--- config.mk ---
export PLATFORM = sky130hd
export DESIGN_NAME = rst_seq_ctrl_flat
export DESIGN_NICKNAME = d
export VERILOG_FILES = /design/src/rtl/rst_seq_ctrl_if.sv /design/src/rtl/rst_seq_ctrl.sv /design/src/flat_wrapper.sv
export SDC_FILE = /design/constraint.sdc
export NUM_CORES = 1
export LEC_CHECK = 0
export BUFFER_PORTS_ARGS = -buffer_cell sky130_fd_sc_hd__clkbuf_2
export CORE_UTILIZATION = 55
export DETAILED_ROUTE_END_ITERATION = 6
export PLACE_DENSITY = 0.8
export SLEW_MARGIN = 20
export SYNTH_ARGS = -nofsm -noshare
export SYNTH_HDL_FRONTEND = slang
export SYNTH_SLANG_ARGS = --single-unit
--- constraint.sdc ---
create_clock -name gt_tx_clk -period 4.2 [get_ports gt_tx_clk]
set_input_delay 0.21 -clock gt_tx_clk [delete_from_list [all_inputs] [get_ports gt_tx_clk]]
set_output_delay 0.21 -clock gt_tx_clk [all_outputs]
set_load 0.01 [all_outputs]
--- src/rtl/rst_seq_ctrl_if.sv ---
// Reset-sequencer bus: user reset pulse and per-stage done flags in; stage resets and status out.
// master = board/generator side, slave = sequencer side.
interface rst_seq_ctrl_if #(
  parameter int N_STAGE = 4
);
  localparam int IW = (N_STAGE > 1) ? $clog2(N_STAGE) : 1;

  logic               rst_usr;
  logic [N_STAGE-1:0] stage_done;
  logic [N_STAGE-1:0] stage_rst;
  logic               seq_done;
  logic               seq_err;
  logic [IW-1:0]      err_stage;
  logic [2:0]         retry_cnt_o;

  modport master (
    output rst_usr, stage_done,
    input  stage_rst, seq_done, seq_err, err_stage, retry_cnt_o
  );

  modport slave (
    input  rst_usr, stage_done,
    output stage_rst, seq_done, seq_err, err_stage, retry_cnt_o
  );
endinterface

--- src/rtl/rst_seq_ctrl.sv ---
// Releases N_STAGE downstream resets in order after rst_usr falls, waiting on each stage's done.
// Latency: GAP_CYC per slot plus 3 cycles done-to-next-slot; no backpressure, timeouts retry then abort.
module rst_seq_ctrl #(
  parameter int N_STAGE     = 4,
  parameter int GAP_CYC     = 16,
  parameter int TIMEOUT_CYC = 1024,
  parameter int MAX_RETRY   = 2
) (
  input  logic          gt_tx_clk,
  input  logic          gt_reset_n,
  rst_seq_ctrl_if.slave bus
);
  localparam int IW   = (N_STAGE > 1) ? $clog2(N_STAGE) : 1;
  localparam int CMAX = (GAP_CYC > TIMEOUT_CYC) ? GAP_CYC : TIMEOUT_CYC;
  localparam int CW   = $clog2(CMAX + 1);

  localparam logic [2:0] S_IDLE = 3'd0;
  localparam logic [2:0] S_HOLD = 3'd1;
  localparam logic [2:0] S_GAP  = 3'd2;
  localparam logic [2:0] S_WAIT = 3'd3;
  localparam logic [2:0] S_DONE = 3'd4;
  localparam logic [2:0] S_ERR  = 3'd5;

  logic [2:0]         r_state;
  logic [IW-1:0]      r_idx;
  logic [CW-1:0]      r_cnt;
  logic [2:0]         r_retry;
  logic [N_STAGE-1:0] r_stage_rst;
  logic               r_seq_done;
  logic               r_seq_err;
  logic [IW-1:0]      r_err_stage;
  logic               r_usr_d;
  logic [N_STAGE-1:0] r_sync1;
  logic [N_STAGE-1:0] r_sync2;

  logic w_fall;
  logic w_done_cur;
  logic w_last;
  logic w_gap_end;
  logic w_tmo;

  assign w_fall     = r_usr_d & ~bus.rst_usr;
  assign w_done_cur = r_sync2[r_idx];
  assign w_last     = (r_idx == IW'(N_STAGE - 1));
  assign w_gap_end  = (r_cnt == CW'(GAP_CYC - 1));
  assign w_tmo      = (r_cnt == CW'(TIMEOUT_CYC - 1));

  always_ff @(posedge gt_tx_clk or negedge gt_reset_n) begin
    if (!gt_reset_n) begin
      r_state     <= S_IDLE;
      r_idx       <= '0;
      r_cnt       <= '0;
      r_retry     <= '0;
      r_stage_rst <= '1;
      r_seq_done  <= 1'b0;
      r_seq_err   <= 1'b0;
      r_err_stage <= '0;
      r_usr_d     <= 1'b0;
      r_sync1     <= '0;
      r_sync2     <= '0;
    end else begin
      r_usr_d <= bus.rst_usr;
      r_sync1 <= bus.stage_done;
      r_sync2 <= r_sync1;
      // rst_usr overrides every state; err_stage deliberately survives it
      if (bus.rst_usr) begin
        r_state     <= S_HOLD;
        r_idx       <= '0;
        r_cnt       <= '0;
        r_retry     <= '0;
        r_stage_rst <= '1;
        r_seq_done  <= 1'b0;
        r_seq_err   <= 1'b0;
      end else begin
        case (r_state)
          S_IDLE: ;
          S_HOLD: begin
            if (w_fall) begin
              r_state <= S_GAP;
              r_cnt   <= '0;
            end
          end
          S_GAP: begin
            if (w_gap_end) begin
              r_stage_rst[r_idx] <= 1'b0;
              r_cnt              <= '0;
              r_state            <= S_WAIT;
            end else begin
              r_cnt <= r_cnt + CW'(1);
            end
          end
          S_WAIT: begin
            if (w_done_cur) begin
              r_retry <= '0;
              r_cnt   <= '0;
              if (w_last) begin
                r_state <= S_DONE;
              end else begin
                r_idx   <= r_idx + IW'(1);
                r_state <= S_GAP;
              end
            end else if (w_tmo) begin
              r_cnt              <= '0;
              r_stage_rst[r_idx] <= 1'b1;
              if (r_retry < 3'(MAX_RETRY)) begin
                r_retry <= r_retry + 3'd1;
                r_state <= S_GAP;
              end else begin
                r_seq_err   <= 1'b1;
                r_err_stage <= r_idx;
                r_state     <= S_ERR;
              end
            end else begin
              r_cnt <= r_cnt + CW'(1);
            end
          end
          S_DONE:  r_seq_done <= 1'b1;
          S_ERR:   ;
          default: r_state <= S_IDLE;
        endcase
      end
    end
  end

  assign bus.stage_rst   = r_stage_rst;
  assign bus.seq_done    = r_seq_done;
  assign bus.seq_err     = r_seq_err;
  assign bus.err_stage   = r_err_stage;
  assign bus.retry_cnt_o = r_retry;
endmodule

--- src/flat_wrapper.sv ---
// flat-port wrapper written by rule: the top's interface ports become plain ports
module rst_seq_ctrl_flat 
#(
  parameter int N_STAGE     = 4,
  parameter int GAP_CYC     = 16,
  parameter int TIMEOUT_CYC = 1024,
  parameter int MAX_RETRY   = 2
)
  (gt_tx_clk, gt_reset_n, bus_rst_usr, bus_stage_done, bus_stage_rst, bus_seq_done, bus_seq_err, bus_err_stage, bus_retry_cnt_o);
  rst_seq_ctrl_if #(.N_STAGE(N_STAGE)) bus_i ();
  input  logic gt_tx_clk;
  input  logic gt_reset_n;
  input wire logic [$bits(bus_i.rst_usr)-1:0] bus_rst_usr;
  input wire logic [$bits(bus_i.stage_done)-1:0] bus_stage_done;
  output wire logic [$bits(bus_i.stage_rst)-1:0] bus_stage_rst;
  output wire logic [$bits(bus_i.seq_done)-1:0] bus_seq_done;
  output wire logic [$bits(bus_i.seq_err)-1:0] bus_seq_err;
  output wire logic [$bits(bus_i.err_stage)-1:0] bus_err_stage;
  output wire logic [$bits(bus_i.retry_cnt_o)-1:0] bus_retry_cnt_o;
  assign bus_i.rst_usr = bus_rst_usr;
  assign bus_i.stage_done = bus_stage_done;
  assign bus_stage_rst = bus_i.stage_rst;
  assign bus_seq_done = bus_i.seq_done;
  assign bus_seq_err = bus_i.seq_err;
  assign bus_err_stage = bus_i.err_stage;
  assign bus_retry_cnt_o = bus_i.retry_cnt_o;
  rst_seq_ctrl #(.N_STAGE(N_STAGE), .GAP_CYC(GAP_CYC), .TIMEOUT_CYC(TIMEOUT_CYC), .MAX_RETRY(MAX_RETRY)) u_core (.gt_tx_clk(gt_tx_clk), .gt_reset_n(gt_reset_n), .bus(bus_i));
endmodule
## Yosys cells after proc, flatten, opt, wreduce, memory -nomap -nowiden

Index checks and enable logic that the tools add are counted.

| word-level totals | value |
|---|---|
| register bits after elaboration | 36 |
| word-level logic and storage cells | 98 |

| operators by class | value |
|---|---|
| add/sub/neg operators | 3 |
| order comparisons | 3 |
| eq/ne operators | 17 |
| multiplexer cells | 39 |
| bitwise gates (word level) | 7 |
| reduce and logical (&&, ||, !) cells | 18 |

Operator list:

| operator | count |
|---|---|
| $mux 11 | 5 |
| $mux 3 | 12 |
| $pmux 11 s3 | 1 |
| $mux 4 | 4 |
| $pmux 3 s4 | 1 |
| $reduce_and 4->1 | 3 |
| $add 11x1->11 const B | 1 |
| $eq 11x10->1 const B | 1 |
| $eq 11x4->1 const B | 1 |
| $mux 1 | 9 |
| $ne 3x2->1 const B | 3 |
| $reduce_bool 3->1 | 3 |
| $mux 2 | 4 |
| $pmux 4 s2 | 1 |
| $reduce_bool 2->1 | 4 |
| $eq 3x2->1 const B | 2 |
| $eq 3x3->1 const B | 2 |
| $ne 2x2->1 const B | 3 |
| $reduce_and 3->1 | 2 |
| $reduce_and 5->1 | 1 |
| $and 4x4->4 | 1 |
| $ne 4x2->1 const B | 1 |
| $not 4->4 | 1 |
| $or 4x4->4 | 1 |
| other kinds (18) | 20 |

## Longest topological paths before layout

Gate-level depths: netlist of run 1.

| logic depth | value |
|---|---|
| depth after elaboration | 9 |
| depth in mapped cells | 7 |
| mapped depth without buffers | 6 |

## Worst setup path after synthesis of run 1

OpenSTA, ideal clock, no wires.

| timing | value |
|---|---|
| path kind | register to register |
| from | register u_core.r_idx[0] |
| to | register u_core.r_cnt[6] |
| setup time | 0.076 ns |
| arrival time | 2.102 ns |
| data required time | 4.124 ns |
| setup slack | 2.022 ns |
| cell stages (with the launch flop) | 6 |
| period minus slack after synthesis | 2.178 ns |
| cells stage by stage | dfrtp_1 > mux4_2 > or3_4 > and2_4 > or4_1 > o21ai_1 |

| on the way | value |
|---|---|
| longest elaborated chain between the ends | 5 |

RTL lines:

| item | RTL line | source |
|---|---|---|
| start: declaration | rst_seq_ctrl.sv:25 | `logic [IW-1:0] r_idx;` |
| start signal: assignment | rst_seq_ctrl.sv:99 | `r_idx <= r_idx + IW'(1);` |
| $bmux 1 s2 | rst_seq_ctrl.sv:43 | `assign w_done_cur = r_sync2[r_idx];` |
| $mux 1 (not written as such) | rst_seq_ctrl.sv:43 |  |
| $mux 11 | rst_seq_ctrl.sv:93 | `if (w_done_cur) begin` |
| $pmux 11 s3 | rst_seq_ctrl.sv:75 | `case (r_state)` |
| $mux 11 | rst_seq_ctrl.sv:66 | `if (bus.rst_usr) begin` |
| end signal: assignment | rst_seq_ctrl.sv:89 | `r_cnt <= r_cnt + CW'(1);` |
| end signal: assignment | rst_seq_ctrl.sv:114 | `r_cnt <= r_cnt + CW'(1);` |
| end: declaration | rst_seq_ctrl.sv:26 | `logic [CW-1:0] r_cnt;` |

No other way between the ends. The select of a mux whose other input is x is not followed.
A chain may end at the register's enable or synchronous reset.

## Worst setup path in the final report of run 1

| timing | value |
|---|---|
| from | register u_core.r_cnt[1] |
| to | register u_core.r_err_stage[0] (netlist: u_core.bus.err_stage[0]) |

| on the way | value |
|---|---|
| longest elaborated chain between the ends | 2 |

RTL lines:

| item | RTL line | source |
|---|---|---|
| $eq 11x10->1 | rst_seq_ctrl.sv:46 | `assign w_tmo = (r_cnt == CW'(TIMEOUT_CYC - 1));` |
| $reduce_and 5->1 (no source line) | - |  |
| end signal: assignment | rst_seq_ctrl.sv:110 | `r_err_stage <= r_idx;` |
| end: declaration | rst_seq_ctrl.sv:31 | `logic [IW-1:0] r_err_stage;` |

No other way between the ends.

==> run summary, run 1 <==
- finished, final reports clean — outcome
- 0 — number of diodes added for antenna fixing
- 0.0419 — proportion of synthesized area in mux cells
- false — unrepaired setup endpoints after global routing
- 36 — clock tree sinks
- flip-flop — startpoint types
- 41 — Cell variety after synth
- 0.0502 — met3 usage
- 4 — 1st-pass router iterations
- reg2reg — kind of critical path
- 0 — total congestion overflow after global routing
- 0.505 — Seq/Total Area, Yosys
- 5660 um — global-route wire length before repair
- 18 — total I/O pin count
- 20 — standard-cell rows
- 0.11 ns — clock slew seen by the registers of the worst setup and hold paths
- 1.63 ns — pre-CTS worst setup slack
- 0.194 — share of cells above drive strength 1
- 213 — fin nets
- 0.227 — simple-gate portion of the synthesized area
- 0 — total of warnings raised by yosys
- 0 — final setup violation count
- flip-flop — element type at the critical path end
- 177 — gate count of the mapped netlist
- dfrtp_1 (32), nand2_1 (18), nand3_1 (17), clkbuf_2 (17), a21oi_1 (16) — most used cells in the layout excluding fill and tap cells
- 1900 um^2 — Area after DPL
- 0 — EDFF count, synth
- 3490 um^2 — Die Outline Area
- 2.59 ns — Final Critical Period
- 0.00488 — xor and xnor fraction of the mapped netlist area
- 4.43 ns — required arrival time at the worst endpoint
- 0 — # Max-Cap Violations
- 0.34 ns — Clk Latency, worst-skew pair
- u_core.bus.err_stage[0] — crit path capture
- 1,436 — via count of the routed design
- 0 — Final Max Slew Viols
- 0 — number of buffers inserted by post-CTS setup repair
- 0.891 nW — leakage power summed over all cells
- 0.616 — portion of the clock cycle consumed by the worst path in the final layout
- 37 — largest net degree at the start of global routing
- 36 — synthesis-stage register bit count
- met2 — gr busiest metal
- done — CTS tree
- 5.86 — average via count per standard cell
- 0.849 ns — Slew @ Worst Pin
- clkbuf_4 — master cell of the clock root buffer
- 13.9% — Synth-to-Final Area Change
- 0 ns — Setup TNS
- simple AND/OR/NAND/NOR gates — main combinational cell family by area after synthesis
- u_core.r_cnt[1] — first element of the critical path
- 148 — first-iteration detailed-routing DRC count
- 0 — count of unresolved DRC violations after routing
- 0.221 — Tot GR Track Use
- in2reg — worst min path class
- u_core.bus.err_stage[0] — destination of the worst register-to-register timing path
- 2 — htree depth
- 0.140 — Compound-Gate Fraction of Synth Area
- dfrtp_1 — prevailing post-synth register cell
- 6 — r2r worst-path depth
- 1790 um^2 — Cell Area, Synth
- 6 — largest fanout on the critical path
- 59.1 um — die outline width
- 190 — syn_nets
- 406 nW/um^2 — Pwr per Cell Area
- 0.0419 — Synth Area in Adders
- 228 uV — Max rail drop VDD
- 0.829 mW — Total Power Consumption
- 1.61 ns — setup ws final
- 17 — number of port buffers
- 0 — Hold Violations, Final
- 3480 um — wire length after detailed routing
- 0.387 GHz — Max Clock Freq
- 0.663 — final cell utilization of the core
- 10.1 um^2 — Avg Inst Size Synth
- 0.583 — effective utilization at floorplan
- 0.0109 ns — Layout Skew
- 3080 um^2 — area inside the core boundary
- 5 — clock buffer count from CTS
- 1.61 ns — flop-to-flop setup slack
- 0.362 — met2 global-route usage
- 2.81 ns — arrival time worst endpoint
- 2420 um — placed wire-length estimate after detailed placement
- 2040 um^2 — Design Area, Final
- 1.00 — proportion of register bits with asynchronous set or reset after synthesis
- 0 — number of nets still failing antenna checks after routing
- 0.830 — RePlAce Congestion
- 0.434 — Max-Slew Margin vs Limit
- 1,310 — via count of the first global-routing pass
- 2 — maximum buffer depth of the clock tree
- 59.1 um — die span in y
- 0.271 — met1 capacity usage during global routing
- 14.2 um — average routed wire per standard cell
- dfrtp_1 — commonest non-fill, non-tap cell in the layout
- 0 — initial antenna violation count
- u_core.r_cnt[1] — startpoint of the lowest-slack register-to-register path
-- cell families (layout without fill, tap and decap cells) --
family / count (synthesis) / after routing
simple gates: 75 / 75
compound gates: 38 / 38
flops: 36 / 36
buf+inv: 15 / 39
fa+ha+maj: 6 / 6
mux: 6 / 6
xor+xnor: 1 / 1
-- worst max-delay path, stage by stage, from the launching register on --
cell and delay [ns]:
dfrtp_1 0.42, ha_1 0.28, nand2_1 0.09, nor4_2 0.62, nand2b_1 0.12, nor4_1 0.54, mux2_2 0.40
-- metal layers --
layer / vias up / part of all wire
met5: - / 0
met4: 0 / 0.020
met3: 10 / 0.057
met2: 53 / 0.50
met1: 691 / 0.42
li1: 682 / -
-- repair_timing --
action / CTS / global route
hold buffers: 5 / 0
endpoints found under the hold margin: 30 / 0
resized for setup: 0 / 0
-- per-stage QoR --
stage / hold slack, ns / instances
finish: 0.263 / 245
detailed placement: 0.320 / 232
CTS: 0.245 / 245
floorplan: -0.0856 / 177
global placement: 0.319 / 232
global route: 0.257 / 245
-- state kept, by name (all words and copies together) (netlist names) --
name                    cells
u_core.r_usr_d              1
u_core.r_state              3
u_core.r_idx                2
u_core.bus.seq_done         1
u_core.bus.err_stage        2
u_core.r_sync1              4
u_core.r_sync2              4
u_core.bus.retry_cnt_o      3
u_core.bus.seq_err          1
u_core.bus.stage_rst        4
u_core.r_cnt               11
-- worst min-delay path by stage --
| stage | from | to | slack (ns) | cells after the start |
|---|---|---|---|---|
| 2_1_floorplan | gt_reset_n | u_core.bus.err_stage[0] | -0.09 | 0 |
| 3_3_place_gp | bus_stage_done[0] | u_core.r_sync1[0] | 0.32 | 1 |
| 3_5_place_dp | bus_stage_done[1] | u_core.r_sync1[1] | 0.32 | 1 |
| 4_1_cts | bus_rst_usr | u_core.r_usr_d | 0.25 | 1 |
| 5_1_grt | bus_rst_usr | u_core.r_usr_d | 0.26 | 1 |
| 6_report | bus_rst_usr | u_core.r_usr_d | 0.26 | 1 |
-- cells in the mapped netlist (3+ instances only) --
cell type,instances,area (um^2)
or3_1,6,37.5
nand2_1,18,67.6
ha_1,6,75.1
dfrtp_1,32,801
a21oi_1,16,80.1
nand3_1,17,85.1
nor2_1,13,48.8
a211oi_1,4,30.0
mux2i_1,3,30.0
o21ai_1,3,15.0
dfstp_2,4,105
inv_1,9,33.8
nand2b_1,3,18.8
o21ai_0,5,25.0
and3_1,3,18.8
-- final cells by class --
cell class	instances	area, um^2
Sequential cell	36	906
Multi-Input combinational cell	126	817
Tap cell	44	55.1
Clock buffer	7	65.1
Fill cell	239	1040
Timing Repair Buffer	22	135
Inverter	9	33.8
Clock inverter	1	30.0
-- power by group --
group          internal (mW)  leakage (nW)  switching [mW]
combinational         0.0655         0.378          0.0945
clock                  0.158        0.0515           0.112
sequential             0.367         0.462          0.0313
total                  0.591         0.891           0.238
(Power assumes the default switching activity.)
==> inputs of run 2 (changes only) <==
- ABC_AREA: not set -> 1
- clock period: 4.2 -> 2.4 ns (I/O delays scaled with it)
==> run 2 against run 1 <==
  * Clock power is 54% higher
  * Cell area is 2.8% higher
  * Wire length is 4.6% higher
  * Die area is 1.8% higher
  * First-iteration DRC count is 24% lower
  * Hold slack better by 0.094 ns
  * Worst setup slack worse by 0.94 ns
  * Synthesized cell count is 24% higher
  * Maximum frequency is 50% higher
==> run summary, run 2 <==
- 0 — final setup violation count, unchanged
- dfrtp_1 — prevailing post-synth register cell
- 14.9% — Synth-to-Final Area Change
- 0.675 ns — setup ws final, -0.940 ns
- 0.172 — share of cells above drive strength 1, -0.0220
- 0.250 — share of power burned in the clock network, -0.076
- 5.26 — average via count per standard cell, -10%
- 0.67 ns — flop-to-flop setup slack, -0.94 ns
- 0 — number of gates given a new drive strength after cts, unchanged
- 59.6 um — die outline width, +0.87%
- 0 — Hold Violations, Final, unchanged
- u_core.r_cnt[7] — crit path capture
- dfrtp_1 — largest area contributor in the synthesized netlist
- 4 — 1st-pass router iterations, unchanged
- 0.915 — RePlAce Congestion, +10%
- done — CTS tree
- nand2_1 (60), dfrtp_1 (32), nand3_1 (22) — most frequent cells after synthesis
- 1,547 — via count of the routed design, +7.7%
- 1830 um^2 — Cell Area, Synth, +1.8%
- 0 — number of buffers inserted by post-CTS setup repair, unchanged
- false — unrepaired setup endpoints after global routing
- 0 — count of unresolved DRC violations after routing, unchanged
- 17 — number of port buffers, unchanged
- 8 — r2r worst-path depth, +2
- 0.588 — effective utilization at floorplan, +0.00579
- 483 uV — Max rail drop VDD, +110%
- 0.719 — portion of the clock cycle consumed by the worst path in the final layout, +0.103
- 795 nW/um^2 — Pwr per Cell Area, +96%
- 0.450 — sequential cell fraction of total power, -0.031
- 2540 um — placed wire-length estimate after detailed placement, +4.9%
- 29 — Cell variety after synth, -29%
- u_core.r_cnt[7] — destination of the worst register-to-register timing path
- u_core.r_cnt[0] — first element of the critical path
- 1.73 ns — Final Critical Period, -0.860 ns
- 1.07 mW — Internal Power, +82%
- 0.0103 ns — Layout Skew, -0.000644 ns
- 0.300 — portion of total power attributed to combinational logic, +0.107
- 2.66 ns — required arrival time at the worst endpoint, -1.77 ns
- finished, final reports clean — outcome
- 36 — clock tree sinks, unchanged
- 0.10 ns — clock slew seen by the registers of the worst setup and hold paths, about the same
- 6380 um — global-route wire length before repair, +13%
- 36 — synthesis-stage register bit count, unchanged
- nand2_1 — cell with the most instances after synthesis
- 0 — number of nets still failing antenna checks after routing, unchanged
- flip-flop — startpoint types
- 1.00 — proportion of register bits with asynchronous set or reset after synthesis, unchanged
- 0.35 ns — Clk Latency, worst-skew pair, about the same
- 59.6 um — die span in y, +0.87%
- 0 — number of diodes added for antenna fixing, unchanged
- reg2reg — kind of critical path
- 0 — EDFF count, synth, unchanged
- 20 — standard-cell rows, unchanged
- 113 — first-iteration detailed-routing DRC count, -24%
- 220 — gate count of the mapped netlist, +24%
- 0.749 ns — pre-CTS worst setup slack, -0.879 ns
- 3550 um^2 — Die Outline Area, +1.8%
- 11 — Largest register FFs, unchanged
- 37 — largest net degree at the start of global routing, unchanged
- 1,461 — via count of the first global-routing pass, +12%
- 233 — syn_nets, +23%
- u_core.r_cnt[0] — startpoint of the lowest-slack register-to-register path
- 9 — largest fanout on the critical path, +3
- 2100 um^2 — Design Area, Final, +2.8%
- 1.98 ns — arrival time worst endpoint, -0.83 ns
- 0.496 — Seq/Total Area, Yosys, -0.00900
- 0 — # Max-Cap Violations, unchanged
- 0 ns — Setup TNS, unchanged
- 1960 um^2 — Area after DPL, +3.4%
- 3640 um — wire length after detailed routing, +4.6%
- 2 — htree depth, unchanged
- 3100 um^2 — area inside the core boundary, +0.81%
- 0.439 — proportion of netlist area held by the largest area contributor, -0.00796
- 12.4 um — average routed wire per standard cell, -13%
- 262 — fin nets, +23%
- 8.30 um^2 — Avg Inst Size Synth, -18%
- 258 — Layout fillers, +7.9%
- dfrtp_1 (44%), nand2_1 (12%), nand3_1 (6.0%) — synth top area cells
- 2 — maximum buffer depth of the clock tree, unchanged
- 0.595 mW — P_sw, +150%
- nand2_1 (60), dfrtp_1 (32), nand3_1 (22) — most used cells in the layout excluding fill and tap cells
- 0 — total of warnings raised by yosys, unchanged
- 0.437 — Max-Slew Margin vs Limit, +0.00319
- reg2reg — worst min path class
- 1.01 nW — leakage power summed over all cells, +13%
- flip-flop — element type at the critical path end
- 0.844 ns — Slew @ Worst Pin, -0.00478 ns
- 0.676 — final cell utilization of the core, +0.0128
- 0.357 — switching fraction of total power, +0.0692
- 0.252 — Tot GR Track Use, +0.0309
- 18 — total I/O pin count, unchanged
- nand2_1 — commonest non-fill, non-tap cell in the layout
- clkbuf_4 — master cell of the clock root buffer
- 0 — total congestion overflow after global routing, unchanged
- 0 — initial antenna violation count, unchanged
- 5 — clock buffer count from CTS, unchanged
- u_core.r_cnt — Most flops, register
- 0.580 GHz — Max Clock Freq, +50%
- 0 — Final Max Slew Viols, unchanged
==> run 2: cell count changes in the layout (fill, tap and decap cells not counted), sizes merged, moves of 5 or more <==
cell   previous run  this run
nor2             13        25
nand3            17        22
o21ai             8        17
inv               9        21
nand2            18        64
or3               7         0
==> run 2: through the flow <==
| step | hold slack [ns] | total power [mW] | std cells |
|---|---|---|---|
| after floorplan | -0.176 | 1.11 | 220 |
| final | 0.357 | 1.67 | 294 |
| after CTS | 0.358 | 1.67 | 294 |
| after global routing | 0.373 | 1.77 | 294 |
| after detailed placement | 0.231 | 1.25 | 280 |
| after global placement | 0.228 | 1.23 | 280 |
==> run 2: logic make-up after synthesis <==
logic type | synth area share
AOI/OAI and AO/OA | 0.133
xor gates and xnor gates | 0.0144
DFF | 0.496
adders and majority gates | 0.0411
buffers and inverters | 0.0452
and+or+nand+nor | 0.270
==> run 2: layout make-up <==
class                   instances  area (um^2)  share of cell area
flip-flops and latches         36          906               0.432
clock inverters                 2         35.0              0.0167
multi-input cells             162          837               0.399
repair buffers                 23          145              0.0692
clock buffers                   6         41.3              0.0197
inverters                      21         78.8              0.0376
well taps                      44         55.1              0.0262
==> run 2: per-layer routing <==
layer,wire length [um],track usage,vias up
met1,1660,0.326,716
met4,51,0.156,0
li1,-,-,779
met3,192,0.0480,6
met5,0,0,-
met2,1740,0.390,46
==> run 2: power groups by stage <==
| stage | logic, mW | registers, mW | clock network [mW] |
|---|---|---|---|
| 6_report | 0.500 | 0.751 | 0.417 |
| 5_1_grt | 0.563 | 0.762 | 0.447 |
| 4_1_cts | 0.498 | 0.750 | 0.425 |
| 3_5_place_dp | 0.487 | 0.760 | 0 |
| 3_3_place_gp | 0.472 | 0.761 | 0 |
| 2_1_floorplan | 0.344 | 0.766 | 0 |
==> run 2: worst min-delay path by stage <==
stage	cells after the start	from	slack (ns)	end
after global placement	1	bus_stage_done[0]	0.23	u_core.r_sync1[0]
after detailed placement	1	bus_stage_done[3]	0.23	u_core.r_sync1[3]
after CTS	0	u_core.r_sync1[0]	0.36	u_core.r_sync2[0]
final	0	u_core.r_sync1[2]	0.36	u_core.r_sync2[2]
after floorplan	0	gt_reset_n	-0.18	u_core.bus.err_stage[0]
after global routing	0	u_core.r_sync1[1]	0.37	u_core.r_sync2[1]
==> run 2: worst max-delay path, stage by stage, from the launching register on <==
cell and delay (ns):
dfrtp_1 0.44, ha_1 0.26, nand3_1 0.14, inv_1 0.09, nand2_2 0.09, nor2_4 0.05, o21ai_4 0.29, nand2_1 0.12
a22oi_1 0.16
==> run 2: timing repair <==
item | in CTS | in global routing
hold buffers | 6 | 0
endpoints found under the setup margin | 0 | 0
hold endpoints to repair | 37 | 0
==> inputs of run 3 (changes only) <==
- clock period: 2.4 -> 1.7 ns (I/O delays scaled with it)
==> run 3 against run 2 <==
  * Die area unchanged
  * Clock-buffer cell count shrank 1
  * Global-route usage shrank 0.070 points
  * Hold slack worse by 0.046 ns
  * Combinational power grew 56%
  * Non-clock buffer count up 7
  * Highest routed layer unchanged
==> run summary, run 3 (synthesis gave the netlist of run 2 again) <==
- finished, final reports clean — outcome
- nand2_1, inv_1, nand2_1, nor2_1, nand2_1, nor2_1, nand3_1, o21ai_0 — crit path cell chain
- clkbuf_4 — master cell of the clock root buffer
- reg2reg — kind of critical path
- 0.11 ns — clock slew seen by the registers of the worst setup and hold paths, about the same
- 1,490 — via count of the first global-routing pass, +2.0%
- 3550 um^2 — Die Outline Area, unchanged
- 2000 um^2 — Area after DPL, +1.9%
- 0.101 ns — pre-CTS worst setup slack, -0.648 ns
- 19.2% — Synth-to-Final Area Change
- 1,572 — via count of the routed design, +1.6%
- 3710 um — wire length after detailed routing, +1.9%
- nand2_1 — commonest non-fill, non-tap cell in the layout
- 1.04 nW — leakage power summed over all cells, +2.7%
- 0.218 — share of cells above drive strength 1, +0.0459
- 5 — largest fanout on the critical path, -4
- 635 uV — Max rail drop VDD, +32%
- dfrtp_1 — cell with the biggest individual delay on the critical path
- 0.924 — RePlAce Congestion, +0.96%
- 11 — Largest register FFs, unchanged
- 20 — standard-cell rows, unchanged
- 2 — htree depth, unchanged
- nand2_1 — CP dominant cell by count
- 0.251 — Tot GR Track Use, -0.000701
- u_core.r_cnt — Most flops, register
- 0.34 ns — Clk Latency, worst-skew pair, about the same
- flip-flop — element type at the critical path end
- 0 — number of diodes added for antenna fixing, unchanged
- 5 — clock buffer count from CTS, unchanged
- 0.909 — portion of the clock cycle consumed by the worst path in the final layout, +0.190
- nand2_1 (60), dfrtp_1 (31), nand3_1 (20), nor2_1 (20) — most used cells in the layout excluding fill and tap cells
- u_core.r_cnt[4] — startpoint of the lowest-slack register-to-register path
- 1 — buffers and inverters on the worst path, unchanged
- 81 — first-iteration detailed-routing DRC count, -28%
- 0 — number of nets still failing antenna checks after routing, unchanged
- 0.446 ns — Slew @ Worst Pin, -0.398 ns
- 0.647 GHz — Max Clock Freq, +12%
- 0 — Final Max Slew Viols, unchanged
- 1.57 mW — Internal Power, +46%
- 1120 nW/um^2 — Pwr per Cell Area, +41%
- 12.3 um — average routed wire per standard cell, -0.42%
- 301 — number of cells in the finished layout apart from fillers, +2.4%
- 0.155 ns — setup ws final, -0.520 ns
- 17 — number of port buffers, unchanged
- 0.311 ns — Worst Hold Slack, -0.0461 ns
- 285 — placed instance count, +1.8%
- u_core.r_cnt[4] — first element of the critical path
- 5 — 1st-pass router iterations, +1
- 1.80 ns — arrival time worst endpoint, -0.18 ns
- done — CTS tree
- 0 — Hold Violations, Final, unchanged
- 2180 um^2 — Design Area, Final, +3.7%
- 2620 um — placed wire-length estimate after detailed placement, +2.9%
- 37 — largest net degree at the start of global routing, unchanged
- in2async — worst min path class
- 18 — total I/O pin count, unchanged
- 0 — final setup violation count, unchanged
- 1.55 ns — Final Critical Period, -0.180 ns
- flip-flop — startpoint types
- 0.434 — sequential cell fraction of total power, -0.016
- 0.702 — Max-Slew Margin vs Limit, +0.265
- 0.701 — final cell utilization of the core, +0.0250
- 0 ns — Setup TNS, unchanged
- 2.44 mW — Total Power Consumption, +46%
- 0 — total congestion overflow after global routing, unchanged
- 59.6 um — die outline width, unchanged
- 1.96 ns — required arrival time at the worst endpoint, -0.70 ns
- 0.357 — switching fraction of total power, about the same
- 0.45 ns — Worst path max stage delay, about the same
- 269 — fin nets, +2.7%
- 0.246 — share of power burned in the clock network, -0.004
- 0.15 ns — flop-to-flop setup slack, -0.52 ns
- 5.22 — average via count per standard cell, -0.75%
- simple AND/OR/NAND/NOR gates — gate family responsible for the most delay along the worst path
- 0.870 mW — P_sw, +46%
- 2 — maximum buffer depth of the clock tree, unchanged
- 0.319 — portion of total power attributed to combinational logic, +0.019
- 0.588 — effective utilization at floorplan, unchanged
- 6470 um — global-route wire length before repair, +1.4%
- 3100 um^2 — area inside the core boundary, unchanged
- 269 — Layout fillers, +4.3%
- 59.6 um — die span in y, unchanged
- 0 — initial antenna violation count, unchanged
- 0 — count of unresolved DRC violations after routing, unchanged
- 36 — clock tree sinks, unchanged
- 0.00696 ns — Layout Skew, -0.00331 ns
- 0 — # Max-Cap Violations, unchanged
==> run 3: changes by cell type in the layout (fill, tap and decap cells not counted), sizes merged <==
| cell | change |
|---|---|
| buf | +7 |
| clkinvlp | +1 |
| clkbuf | -1 |
==> run 3: worst register-to-register path: cells and delay by family, from the launching register on <==
kind / cells / cell delay, ns
buffers and inverters: 1 / 0.11
AO/OA/AOI/OAI: 1 / 0.20
flip-flops: 1 / 0.45
AND/OR/NAND/NOR: 6 / 0.71
==> run 3: final cells by class <==
class | instances | area [um^2] | share of cell area
Sequential cell | 36 | 907 | 0.417
Multi-Input combinational cell | 162 | 857 | 0.394
Inverter | 21 | 78.8 | 0.0362
Clock inverter | 3 | 42.5 | 0.0196
Clock buffer | 5 | 37.5 | 0.0173
Tap cell | 44 | 55.1 | 0.0253
Timing Repair Buffer | 30 | 198 | 0.0909
==> run 3: timing repair <==
item                       in CTS  in global routing
resized for setup               0                  6
setup endpoints to repair       0                 22
buffers inserted                0                  2
hold endpoints to repair       37                  0
hold buffers                    6                  0
==> run 3: per-layer routing <==
metal	track usage	vias to the layer above	part of all wire
li1	-	793	-
met1	0.346	717	0.48
met5	0	-	0
met4	0.0698	0	0.016
met3	0.0655	10	0.056
met2	0.393	52	0.45
==> run 3: power groups by stage <==
stage          clock (mW)  combinational [mW]  sequential, mW
6_report            0.600               0.779            1.06
3_5_place_dp            0               0.719            1.08
4_1_cts             0.606               0.732            1.06
5_1_grt             0.653               0.886            1.07
2_1_floorplan           0               0.486            1.08
3_3_place_gp            0               0.703            1.08
==> run 3: worst paths after layout <==
kind / end / cells past startpoint
min: u_core.bus.seq_done / 3
min in group gt_tx_clk: u_core.r_sync2[1] / 0
max: u_core.bus.retry_cnt_o[0] / 8
max reg2reg: u_core.bus.retry_cnt_o[0] / 8
min reg2reg: u_core.r_sync2[1] / 0
max in group asynchronous: u_core.bus.stage_rst[3] / 3
